===== src/rtl/spi_pkg.sv =====
// Shared SPI definitions: FSM state encoding, default frame geometry and
// the bit-counter width that spi_master also uses.
package spi_pkg;

    localparam int unsigned SPI_WIDTH = 13;
    localparam int unsigned SPI_SYNC  = 2;
    localparam int unsigned CB_W      = 8;

    typedef enum logic [1:0] {
        WAIT,
        IDLE,
        SHIFT
    } spi_state_t;

    function automatic logic [CB_W-1:0] cb_sat_inc(input logic [CB_W-1:0] v);
        return (v == '1) ? v : v + CB_W'(1);
    endfunction

endpackage


===== src/rtl/spi_sync.sv =====
// N-flop synchronizer with one extra delay flop for rise/fall detection;
// all flops reset to the pin's idle level.
module spi_sync #(
    parameter int unsigned N    = 2,
    parameter logic        IDLE = 1'b0
) (
    input  logic clk,
    input  logic rst,
    input  logic raw,
    output logic level,
    output logic rise,
    output logic fall
);

    logic [N-1:0] chain;
    logic         prev;

    always_ff @(posedge clk) begin
        if (rst) begin
            chain <= {N{IDLE}};
            prev  <= IDLE;
        end else begin
            chain <= {chain[N-2:0], raw};
            prev  <= chain[N-1];
        end
    end

    assign level = chain[N-1];
    assign rise  = level & ~prev;
    assign fall  = ~level & prev;

endmodule


===== src/rtl/spi_slave.sv =====
// SPI responder: oversamples sclk/load/mosi in the clk domain, receives a
// WIDTH-bit word MSB first and returns din on miso in the same frame.
module spi_slave
    import spi_pkg::*;
#(
    parameter int unsigned WIDTH = SPI_WIDTH,
    parameter int unsigned SYNC  = SPI_SYNC
) (
    input  logic             clk,
    input  logic             rst,
    input  logic             sclk,
    input  logic             load,
    input  logic             mosi,
    output logic             miso,
    input  logic [WIDTH-1:0] din,
    output logic [WIDTH-1:0] dout,
    output logic             dout_vld,
    output logic             frm_err,
    output logic             busy,
    output logic [CB_W-1:0]  cb_bit
);

    logic s_sclk, sclk_rise, sclk_fall;
    logic s_load, load_rise, load_fall;
    logic s_mosi, mosi_rise, mosi_fall;
    logic sync_unused;

    spi_sync #(.N(SYNC), .IDLE(1'b0)) u_sclk (
        .clk   (clk),
        .rst   (rst),
        .raw   (sclk),
        .level (s_sclk),
        .rise  (sclk_rise),
        .fall  (sclk_fall)
    );

    spi_sync #(.N(SYNC), .IDLE(1'b1)) u_load (
        .clk   (clk),
        .rst   (rst),
        .raw   (load),
        .level (s_load),
        .rise  (load_rise),
        .fall  (load_fall)
    );

    spi_sync #(.N(SYNC), .IDLE(1'b0)) u_mosi (
        .clk   (clk),
        .rst   (rst),
        .raw   (mosi),
        .level (s_mosi),
        .rise  (mosi_rise),
        .fall  (mosi_fall)
    );

    assign sync_unused = &{s_sclk, mosi_rise, mosi_fall};

    spi_state_t       state;
    logic [WIDTH-1:0] tx_sr;
    logic [WIDTH-1:0] rx_sr;
    logic [7:0]       wait_cnt;

    always_ff @(posedge clk) begin
        if (rst) begin
            state    <= WAIT;
            wait_cnt <= '0;
            tx_sr    <= '0;
            rx_sr    <= '0;
            cb_bit   <= '0;
            dout     <= '0;
            dout_vld <= 1'b0;
            frm_err  <= 1'b0;
            busy     <= 1'b0;
            miso     <= 1'b0;
        end else begin
            dout_vld <= 1'b0;
            frm_err  <= 1'b0;
            miso     <= (state == SHIFT) ? tx_sr[WIDTH-1] : 1'b0;

            unique case (state)
                // The synchronizer comes out of reset reporting load=1 even if the
                // pin is low; require SYNC+1 consecutive high samples so that
                // reset-value residue cannot release a frame already in flight.
                WAIT: begin
                    if (s_load) begin
                        if (wait_cnt == 8'(SYNC)) begin
                            state    <= IDLE;
                            wait_cnt <= '0;
                        end else begin
                            wait_cnt <= wait_cnt + 8'd1;
                        end
                    end else begin
                        wait_cnt <= '0;
                    end
                end

                IDLE: begin
                    if (load_fall) begin
                        state  <= SHIFT;
                        busy   <= 1'b1;
                        tx_sr  <= din;
                        rx_sr  <= '0;
                        cb_bit <= '0;
                    end
                end

                SHIFT: begin
                    if (load_rise) begin
                        state <= IDLE;
                        busy  <= 1'b0;
                        if (cb_bit == CB_W'(WIDTH)) begin
                            dout     <= rx_sr;
                            dout_vld <= 1'b1;
                        end else begin
                            frm_err <= 1'b1;
                        end
                    end else begin
                        if (sclk_rise) begin
                            rx_sr  <= {rx_sr[WIDTH-2:0], s_mosi};
                            cb_bit <= cb_sat_inc(cb_bit);
                        end
                        if (sclk_fall) begin
                            tx_sr <= tx_sr << 1;
                        end
                    end
                end

                default: begin
                    state <= WAIT;
                    busy  <= 1'b0;
                end
            endcase
        end
    end

endmodule

===== config.mk =====
export PLATFORM = sky130hd
export DESIGN_NAME = spi_slave
export DESIGN_NICKNAME = d
export VERILOG_FILES = /design/src/rtl/spi_pkg.sv /design/src/rtl/spi_sync.sv /design/src/rtl/spi_slave.sv
export SDC_FILE = /design/constraint.sdc
export NUM_CORES = 1
export LEC_CHECK = 0
export ABC_AREA = 0
export CORE_MARGIN = 2
export CORE_UTILIZATION = 45
export CTS_CLUSTER_SIZE = 24
export DETAILED_ROUTE_END_ITERATION = 6
export HOLD_SLACK_MARGIN = 0.02
export PLACE_DENSITY = 0.68
export SYNTH_ARGS = -nofsm -noshare
export SYNTH_HDL_FRONTEND = slang
export SYNTH_HIERARCHICAL = 1
export SYNTH_SLANG_ARGS = --single-unit

===== constraint.sdc =====
create_clock -name clk -period 2.2 [get_ports clk]
set_clock_uncertainty 0.15 [all_clocks]
set_input_delay 0.22 -clock clk [delete_from_list [all_inputs] [get_ports clk]]
set_output_delay 0.22 -clock clk [all_outputs]
set_load 0.02 [all_outputs]

# ---- Word level (Yosys, flattened, before mapping)
# Cells that the tools add are included.
dict set report op_classes {
  mul 0
  n_addsub 2
  shift 0
  div_mod_pow 0
  bitwise 11
  muxes 25
  n_reduce_logical 10
  magnitude_cmp 0
  n_eq_ne 13
}
# cell count
set ops {}
lappend ops {{$mux 13} 6}
lappend ops {{$pmux 13 s2} 2}
lappend ops {{$mux 8} 6}
lappend ops {{$add 8x1->8 const B} 2}
lappend ops {{$pmux 8 s2} 1}
lappend ops {{$ne 2x2->1 const B} 7}
lappend ops {{$reduce_and 4->1} 3}
lappend ops {{$eq 8x2->1 const B} 1}
lappend ops {{$eq 8x4->1 const B} 1}
lappend ops {{$eq 8x8->1 const B} 1}
lappend ops {{$mux 2} 4}
lappend ops {{$not 1->1} 7}
lappend ops {{$pmux 2 s3} 1}
lappend ops {{$reduce_and 3->1} 2}
lappend ops {{$reduce_and 5->1} 1}
lappend ops {{$and 1x1->1} 4}
lappend ops {{$mux 1} 4}
lappend ops {{$pmux 1 s3} 1}
lappend ops {{$reduce_or 3->1} 1}
lappend ops {{$eq 2x1->1 const B} 1}
lappend ops {{$eq 2x2->1 const B} 1}
lappend ops {{$logic_not 2->1} 1}
lappend ops {{$ne 2x1->1 const B} 1}
lappend ops {{$reduce_bool 2->1} 1}
lappend ops {{$reduce_or 2->1} 1}
dict set report word_totals {
  latch_bits 0
  regBits 69
  elab_cells 76
  memories 0
  inputBits 18
  rom_bits 0
  ramBits 0
  output_inout_bits 25
}

# ---- Logic depth before layout (Yosys ltp)
dict set report logic_depth {
  depth_word 5
  mapped_depth 7
  mapped_depth_nobuf 6
}

# ---- Modules after synthesis
# Netlist, hierarchy kept.
# mod seq_area_each_um2 n_inst area_per_inst_um2 cells_per_inst
set modules_own_cells {}
lappend modules_own_cells {spi_slave 1221.2 1 2626.3 301}
lappend modules_own_cells {{spi_sync at u_mosi ...} 60.1 2 91.3 8}
lappend modules_own_cells {{spi_sync at u_load} 60.1 1 92.6 8}

# ---- Least setup slack after synthesis
# OpenSTA, ideal clock, no wires.
dict set report synth_timing {
  path_type {register to register}
  from {register cb_bit[0]}
  to {register cb_bit[2]}
  t_arrival_ns 1.697
  path_stages_with_launch 6
  setup_time_ns 0.135
  setup_slack_ns 0.218
  cell_sequence {dfxtp_1 -> ha_1 -> nand3_1 -> a2111oi_4 -> or3_1 -> o21ai_0}
}
dict set report synth_via {
  elab_chain_len 5
  elab_cells_between_ends 8
  classes_between {add/sub: 1; eq/ne: 2; mux: 4; reduce/logical: 1}
}
# item line_no
set synth_lines {}
lappend synth_lines {{from (decl)} spi_slave.sv:20} ;# output logic [CB_W-1:0] cb_bit
lappend synth_lines {{from (signal assigned)} spi_slave.sv:119} ;# cb_bit <= cb_sat_inc(cb_bit);
lappend synth_lines {{$add 8x1->8} spi_pkg.sv:16} ;# return (v == '1) ? v : v + CB_W'(1);
lappend synth_lines {{$mux 8} spi_pkg.sv:16}
lappend synth_lines {{$mux 8} spi_slave.sv:117} ;# if (sclk_rise) begin
lappend synth_lines {{$mux 8} spi_slave.sv:107} ;# if (load_rise) begin
lappend synth_lines {{$pmux 8 s2} spi_slave.sv:79} ;# unique case (state)
# Several ways; a longest one is shown, not always the timed one. The select of a mux whose other input is x is not followed.
# A chain may end at the register's enable or synchronous reset.

# ---- Worst setup path after layout
dict set report layout_timing {
  from {register cb_bit[1]}
  to {register cb_bit[1]}
}
# The elaborated chain is that of the path after synthesis.

==> results.md <==
- Dividing the final minimum period by the clock period gives 0.915.
- STA classifies the critical path startpoint as a flip-flop.
- The worst pin sits at a relative slew slack of 0.611.
- The analysis attributes to cell leakage a power of 1.24 nW.
- The total setup violations reported at the end of the flow is 0.
- The top fanout value on the critical path is 8.
- The number of iterations in the first detailed-routing pass is 4.
- The clock group share of total power is 0.351.
- Dividing total power by cell area gives a power density of 701 nW/um2.
- At the end of routability-driven placement, the weighted congestion stood at 0.787.
- Of the cells placed in the final design, the portion with a size suffix greater than 1 is 0.0992.
- The combined area of all synthesized cells is 2860 um2.
- Subtracting the final worst setup slack from the clock period gives 2010 ps.
- The peak supply drop is 0.389 mV.
- The largest stage delay on the critical path is 480 ps.
- The repair_antennas step left the layout with diodes totalling 0.
- The clock latency on the worst-skew pair is 350 ps.
- For this design, the slowest cell found on the critical path is sky130_fd_sc_hd__a2111oi_4.
- The effective utilization at floorplan is 0.459.
- The post-placement cell area is 3390 um2.
- The HPWL after detailed placement is 4.06 mm.
- The final number of hold-violating endpoints is 0.
- 43 I/O pins were placed.
- The pin count of the biggest net entering global routing is 27.
- The number of global-route vias before repair is 2319.
- The first-iteration detailed-routing DRC count is 98.
- The endpoint type of the worst setup path is a flip-flop.
- The first global-routing pass estimated 10.3 mm of wire.
- The cell sitting at the root of the clock tree is a sky130_fd_sc_hd__clkbuf_8.
- Once layout is done, the placed cells without fillers occupy 3560 um2.
- Together, buffers and inverters on the worst path number 0.
- After detailed routing, the average wire length per cell comes to 13.3 um.
- Buffers placed on the I/O ports in this run total 42.
- The clock tree from TritonCTS is yes.
- The aggregate global routing overflow is 0.
- The combinational cell fraction of total power is 0.113.
- The internal power of the cells totals 0.00183 W.
- The floorplan step defined a core boundary enclosing 6240 um2.
- The worst endpoint required time is 2280 ps.
- The area of the die is 7020 um2.
- The number of placed instances with taps included is 434.
- The final-report max-slew violation count is 0.
- The sum of routed wire length over all layers is 5.97 mm.
- The final sum of negative setup slack is 0 ps.
- The number of nets with antenna violations after routing is 0.
- The CTS buffer count is 9.
- The post-layout total power is 0.00250 W.
- The slew of the pin with the lowest slew margin is 575 ps.
- The number of nets in the synthesized netlist is 343.
- The per-instance average area after synthesis is 8.92 um2.
- The run finished with clean final reports.
- The H-tree was split into 3 levels.
- Detailed routing inserted a total of 2385 vias.
- The initial antenna violation count is 0.
- The max-cap violation count is 0.
- The chip height is 83.8 um.
- The data arrival at the endpoint of the critical path is 2090 ps.
- The number of instances in the synthesized netlist is 321.
- The net switching fraction of the power is 0.266.
- After detailed routing, the number of vias per cell comes to 5.30.
- Clock-pin slew was measured on the worst setup and hold paths at 70 ps.
- The die extent in x is 83.8 um.
- In this run the worst hold path is classified as in2reg.
- The reg-to-reg setup timing slack is 190 ps.
- The final-layout worst hold slack is 89.2 ps.
- The total number of placement rows is 29.
- The overall routing resource usage is 0.179.
- Walking the worst path, the cells encountered are ha_1 > nand3_1 > a2111oi_4 > or3_1 > o32ai_1.
- The kind of cell adding the most delay to the critical path is compound AO/OA/AOI/OAI gates.
- The critical path in this run is classified as reg2reg.
- The maximum root-to-sink buffer count is 2.
- Based on the critical path, the design can be clocked at up to 497 MHz.
- The part of the power in registers is 0.536.
- The remaining routing DRC violations is 0.
- The total of warnings raised by yosys is 6.
- The area growth from synthesis to layout is 24.5%.
- The number of nets in the layout is 390.
- In this run the power spent charging and discharging nets is 0.000663 W.
- Counting every sink on the clock net gives 69.
- Setup repair after global routing left no endpoint under its margin.
- The finished layout holds 450 standard cells, fillers aside.
area by class of cell:
type | instances | area [um2]
clock buffer | 10 | 128
clock inverter | 6 | 40.0
fill | 579 | 2680
inverter | 5 | 18.8
multi-input combinational | 229 | 1380
sequential | 69 | 1380
tap | 77 | 96.3
timing repair buffer | 54 | 518
sequential cells by signal (all words and copies together), names as in the netlist:
register,count
dout,13
rx_sr,13
tx_sr,13
cb_bit,8
wait_cnt,8
state,2
u_load/chain,2
u_mosi/chain,2
u_sclk/chain,2
busy,1
dout_vld,1
frm_err,1
miso,1
u_load/prev,1
u_sclk/prev,1
final timing paths:
| check | start | cells past startpoint | end |
|---|---|---|---|
| max | cb_bit[1] | 5 | cb_bit[1] |
| min | rst | 2 | busy |
| max reg2reg | cb_bit[1] | 5 | cb_bit[1] |
| min reg2reg | u_load/chain[0] | 1 | u_load/chain[1] |
layout by cell type (no fill, tap or decap), types with 9 or more instances in the layout:
master / count
sky130_fd_sc_hd__a21oi_1: 21
sky130_fd_sc_hd__a311oi_1: 12
sky130_fd_sc_hd__buf_4: 11
sky130_fd_sc_hd__clkbuf_8: 9
sky130_fd_sc_hd__clkdlybuf4s50_1: 41
sky130_fd_sc_hd__dfxtp_1: 69
sky130_fd_sc_hd__mux2i_1: 13
sky130_fd_sc_hd__nand2_1: 47
sky130_fd_sc_hd__nand3_1: 19
sky130_fd_sc_hd__nor2_1: 40
sky130_fd_sc_hd__nor2b_1: 9
routing by layer:
metal / routed length (um) / vias up / track usage
li1: - / 1232 / -
met1: 2950 / 1097 / 0.236
met2: 2630 / 47 / 0.270
met3: 285 / 9 / 0.0475
met4: 108 / 0 / 0.0938
met5: 0 / - / 0
worst reg2reg max path: stages, from the launching register on:
cell	delay [ps]
sky130_fd_sc_hd__dfxtp_1	410
sky130_fd_sc_hd__ha_1	230
sky130_fd_sc_hd__nand3_1	210
sky130_fd_sc_hd__a2111oi_4	480
sky130_fd_sc_hd__or3_1	290
sky130_fd_sc_hd__o32ai_1	120
power groups by stage:
stage | clock [W] | combinational (W) | sequential (W)
floorplan | 0 | 0.000187 | 0.00136
global placement | 0 | 0.000271 | 0.00136
detailed placement | 0 | 0.000276 | 0.00137
CTS | 0.000904 | 0.000277 | 0.00134
global route | 0.000963 | 0.000318 | 0.00135
finish | 0.000878 | 0.000281 | 0.00134
metrics by stage:
stage	utilization	setup WS, ps
after CTS	0.570	41.2
after detailed placement	0.543	65.7
after global placement	0.543	95.8
after global routing	0.571	36.2
after floorplan	-	218
final	0.571	188
repair_timing:
item                       in CTS  in global routing
setup buffers                   0                  0
gates resized for setup         0                  1
setup endpoints to repair       0                 10
hold buffers                    0                  0
hold endpoints to repair        0                  0
(Power assumes the default switching activity.)
